File: config.mk
export PLATFORM = sky130hd
export DESIGN_NAME = fifo_rd_ctrl_flat
export DESIGN_NICKNAME = d
export VERILOG_FILES = /design/src/rtl/fifo_rd_ctrl_if.sv /design/src/rtl/fifo_rd_ctrl.sv /design/src/flat_wrapper.sv
export SDC_FILE = /design/constraint.sdc
export NUM_CORES = 1
export LEC_CHECK = 0
export BUFFER_PORTS_ARGS = -buffer_cell sky130_fd_sc_hd__buf_2
export CORE_AREA = 2 2 39 41
export DETAILED_ROUTE_END_ITERATION = 10
export DIE_AREA = 0 0 41 43
export SYNTH_ARGS = -nofsm -noshare
export SYNTH_HDL_FRONTEND = slang
export SYNTH_SLANG_ARGS = --single-unit
File: constraint.sdc
create_clock -name clk -period 2.41 [get_ports clk]
set_input_delay 0.241 -clock clk [delete_from_list [all_inputs] [get_ports clk]]
set_output_delay 0.241 -clock clk [all_outputs]
set_load 0.02 [all_outputs]
File: src/rtl/fifo_rd_ctrl_if.sv
// Read-side handshake bundle between the FIFO read controller and its consumer.
// The rd_level signal exists only when FIFO_RD_LEVEL_EN is defined.
interface fifo_rd_ctrl_if #(
    parameter int unsigned ADDR_WIDTH = 3
);
    logic                  rd_inc;
    logic [ADDR_WIDTH:0]   wptr_gray_sync;
    logic [ADDR_WIDTH-1:0] rd_addr;
    logic [ADDR_WIDTH:0]   rptr_gray;
    logic                  empty;
    logic                  rd_underflow;
`ifdef FIFO_RD_LEVEL_EN
    logic [ADDR_WIDTH:0]   rd_level;
`endif

    modport master (
        output rd_inc,
        output wptr_gray_sync,
        input  rd_addr,
        input  rptr_gray,
        input  empty,
`ifdef FIFO_RD_LEVEL_EN
        input  rd_level,
`endif
        input  rd_underflow
    );

    modport slave (
        input  rd_inc,
        input  wptr_gray_sync,
        output rd_addr,
        output rptr_gray,
        output empty,
`ifdef FIFO_RD_LEVEL_EN
        output rd_level,
`endif
        output rd_underflow
    );
endinterface

File: src/rtl/fifo_rd_ctrl.sv
// Async-FIFO read-side pointer/empty controller (Gray pointer, registered empty).
// Optional registered occupancy output rd_level enabled by macro FIFO_RD_LEVEL_EN.
module fifo_rd_ctrl #(
    parameter int unsigned ADDR_WIDTH = 3
) (
    input  logic               clk,
    input  logic               rst,
    fifo_rd_ctrl_if.slave      rd
);
    localparam int unsigned PW = ADDR_WIDTH + 1;

    logic [PW-1:0] rbin;
    logic [PW-1:0] rbin_next;
    logic [PW-1:0] rgray;
    logic [PW-1:0] rgray_next;
    logic          empty_q;
    logic          underflow_q;
    logic          accepted;

    assign accepted   = rd.rd_inc & ~empty_q;
    assign rbin_next  = rbin + PW'(accepted);
    assign rgray_next = rbin_next ^ (rbin_next >> 1);

    // Empty compares the post-read pointer so the last read and empty land on the same edge.
    always_ff @(posedge clk) begin
        if (rst) begin
            rbin        <= '0;
            rgray       <= '0;
            empty_q     <= 1'b1;
            underflow_q <= 1'b0;
        end else begin
            rbin        <= rbin_next;
            rgray       <= rgray_next;
            empty_q     <= (rgray_next == rd.wptr_gray_sync);
            underflow_q <= rd.rd_inc & empty_q;
        end
    end

    assign rd.rd_addr      = rbin[ADDR_WIDTH-1:0];
    assign rd.rptr_gray    = rgray;
    assign rd.empty        = empty_q;
    assign rd.rd_underflow = underflow_q;

`ifdef FIFO_RD_LEVEL_EN
    logic [PW-1:0] wbin;
    logic [PW-1:0] level_q;

    always_comb begin
        wbin         = '0;
        wbin[PW-1]   = rd.wptr_gray_sync[PW-1];
        for (int unsigned i = 0; i < PW - 1; i++) begin
            wbin[PW-2-i] = wbin[PW-1-i] ^ rd.wptr_gray_sync[PW-2-i];
        end
    end

    always_ff @(posedge clk) begin
        if (rst) begin
            level_q <= '0;
        end else begin
            level_q <= wbin - rbin_next;
        end
    end

    assign rd.rd_level = level_q;
`endif
endmodule

File: src/flat_wrapper.sv
// flat-port wrapper written by rule: the top's interface ports become plain ports
module fifo_rd_ctrl_flat 
#(
    parameter int unsigned ADDR_WIDTH = 3
)
  (clk, rst, rd_rd_inc, rd_wptr_gray_sync, rd_rd_addr, rd_rptr_gray, rd_empty, rd_rd_underflow);
  fifo_rd_ctrl_if #(.ADDR_WIDTH(ADDR_WIDTH)) rd_i ();
  input  logic clk;
  input  logic rst;
  input wire logic [$bits(rd_i.rd_inc)-1:0] rd_rd_inc;
  input wire logic [$bits(rd_i.wptr_gray_sync)-1:0] rd_wptr_gray_sync;
  output wire logic [$bits(rd_i.rd_addr)-1:0] rd_rd_addr;
  output wire logic [$bits(rd_i.rptr_gray)-1:0] rd_rptr_gray;
  output wire logic [$bits(rd_i.empty)-1:0] rd_empty;
  output wire logic [$bits(rd_i.rd_underflow)-1:0] rd_rd_underflow;
  assign rd_i.rd_inc = rd_rd_inc;
  assign rd_i.wptr_gray_sync = rd_wptr_gray_sync;
  assign rd_rd_addr = rd_i.rd_addr;
  assign rd_rptr_gray = rd_i.rptr_gray;
  assign rd_empty = rd_i.empty;
  assign rd_rd_underflow = rd_i.rd_underflow;
  fifo_rd_ctrl #(.ADDR_WIDTH(ADDR_WIDTH)) u_core (.clk(clk), .rst(rst), .rd(rd_i));
endmodule
==> out/results.tsv <==
metric	value	unit
Cell Int Power	0.2435	mW
Fin Clk Skew	0.003766	ns
pwr/cell area	614.4	nW/um2
# port buffers	15	
RSZ-0062 raised after global routing	no	
Initial Util	29.75	%
Sw Share	25.12	%
outcome	completed	
CP startpoint kind	flip-flop	
IO Pins	16	
vias post-DR	296	
Setup TNS Final	0	ns
clk sinks	9	
worst vdd ir	0.2526	mV
syn_nets	45	
Antenna Cells	0	
M2 GR Usage	14.37	%
worst r2r path cells	6	
initial antenna violation count	0	
sequential share of the synthesized area	43.77	%
First DRT Iteration DRCs	5	
drt pass-1 iters	2	
Post-route DRC	0	
clk slew on worst S/H paths	0.06	ns
fin nets	64	
Final Setup Violations	0	
worst-path maximum fanout	3	
Critical Path Sink Type	flip-flop	
Clock Path Buffers	2	
Hold Startpoint	rd_rd_inc	
Hold EP	u_core.rd.rd_underflow	
worst reg2reg endpoint	u_core.rd.empty	
worst r2r src	u_core.rd.empty	
Die Span Y	43	um
Clock Latency Late Sink	0.25	ns
TritonCTS clock tree	done	
r2r setup slk	0.58	ns
total wire length	689	um
actual slew at the worst max-slew pin	0.2227	ns
endpoints failing hold	0	
grt met1 use	12.38	%
Post-Syn Instances	36	
combinational fraction of design power	15.8	%
Synth Cell Area	411.6	um2
post-DR vias/cell	4.229	
top cells by area, synth	dfxtp_1 (44%), xnor3_1 (11%), xnor2_1 (11%)	
post-route ant nets	0	
grt met3 use	3.141	%
syn avg cell area	11.43	um2
Yosys top cell area share	43.77	%
Tmin final	1.834	ns
layout cells sized above 1	35.19	%
largest net degree at the start of global routing	10	
fin. max-slew vios	0	
gp weighted congestion	0.6632	
final core occ	38.25	%
global-route wire length before repair	1.193	mm
clock share of power	35.1	%
Yosys reg bits	9	
hold crit path type	primary input to flip-flop	
LEAKAGE	0.2575	nW
Core ar.	1384	um2
Total GRT Usage	10.28	%
Hold Path Cell Cnt	3	
gr ovfl total	0	
Die Wd	41	um
worst path required time	2.56	ns
Ys Warns	0	
post-synthesis cell type count	12	
die area	1763	um2
Slew headroom	85.11	%
Num CTS Buffers	3	
Area growth syn-to-layout	28.57	%
routed len/inst	9.843	um
Max-Cap Viols	0	
layer with the highest usage	met2	
Resized cells post-CTS	0	
Root Buffer	clkbuf_4	
H-tree depth	1	
crit path DAT	1.98	ns
Net Switching	0.08167	mW
FP Rows	14	
cell taking the most area after synthesis	dfxtp_1	
sequential share of power	49.2	%
share of the clock period used by the worst path	76.10	%
highest clock rate	545.3	MHz
# hold bufs at CTS	0	
number of global-route vias before repair	287	
Post CTS Setup Buffer Count	0	
Setup CP Type	flip-flop to flip-flop	
per-layer routing:
metal	routed length, um	vias up
met5	0	-
met4	0	0
met3	43	0
met2	342	11
met1	303	131
li1	-	154
cell usage in the layout, fill, tap and decap left out, drive strengths merged:
cell,synthesis,final
ha,2,2
nor2b,3,3
nand2,1,1
a21boi,1,1
nor2,6,6
a41o,1,1
nand3,1,1
dfxtp,9,9
xnor2,5,5
buf,0,15
xnor3,2,2
xor2,4,4
clkbuf,1,4
registers in the layout, summed over array words and instances, names as in the netlist:
register and cells:
u_core.rd.empty 1, u_core.rd.rptr_gray 4, u_core.rbin 3, u_core.rd.rd_underflow 1
power by group through the flow:
stage / logic (mW) / registers (mW) / clock network (mW)
5_1_grt: 0.0567 / 0.161 / 0.131
3_5_place_dp: 0.0517 / 0.164 / 0
2_1_floorplan: 0.0258 / 0.173 / 0
4_1_cts: 0.0520 / 0.160 / 0.123
3_3_place_gp: 0.0512 / 0.163 / 0
6_report: 0.0513 / 0.160 / 0.114
critical path: stages (launching register included):
cell and delay [ns]:
dfxtp_1 0.32, nor2b_1 0.11, ha_1 0.25, ha_1 0.26
xnor3_1 0.46, xor2_1 0.16, a41o_1 0.17
how the worst max path moves through the flow:
| stage | to | start | slack [ns] | cells past startpoint |
|---|---|---|---|---|
| after floorplan | u_core.rd.empty | u_core.rd.empty | 0.60 | 6 |
| after global placement | u_core.rd.empty | rd_rd_inc | 0.57 | 7 |
| after detailed placement | u_core.rd.empty | rd_rd_inc | 0.54 | 7 |
| after CTS | u_core.rd.empty | u_core.rd.empty | 0.56 | 6 |
| after global routing | u_core.rd.empty | u_core.rd.empty | 0.45 | 6 |
| final | u_core.rd.empty | u_core.rd.empty | 0.58 | 6 |
synth_stat cells, drive strengths merged:
cell type,number
nor2,6
nor2b,3
clkbuf,1
a21boi,1
xnor2,5
xnor3,2
ha,2
dfxtp,9
nand3,1
nand2,1
xor2,4
a41o,1
logic make-up after synthesis:
group,Yosys count,synth area share [%]
AO/OA/AOI/OAI,2,6.991
buffers and inverters,1,0.9110
AND/OR/NAND/NOR,11,12.16
flip-flops,9,43.77
adder cells (fa/ha/maj),2,6.078
XOR/XNOR,11,30.09
through the flow:
stage	power [mW]	std cells	instance area [um2]	setup WS (ns)	hold WS, ns
6_report	0.3252	70	529.3	0.5760	0.2100
5_1_grt	0.3486	70	529.3	0.4530	0.2383
4_1_cts	0.3350	70	529.3	0.5627	0.1968
3_5_place_dp	0.2152	66	503.0	0.5416	0.4487
3_3_place_gp	0.2144	66	503.0	0.5699	0.4452
2_1_floorplan	0.1988	36	411.6	0.6038	0.3548
cell type report:
cell class | instances | area, um2
flip-flops and latches | 9 | 180.2
repair buffers | 15 | 75.07
clock buffers | 4 | 26.28
multi-input cells | 26 | 227.7
fillers | 152 | 854.6
well taps | 16 | 20.02
Power figures use the tool's default switching activity.
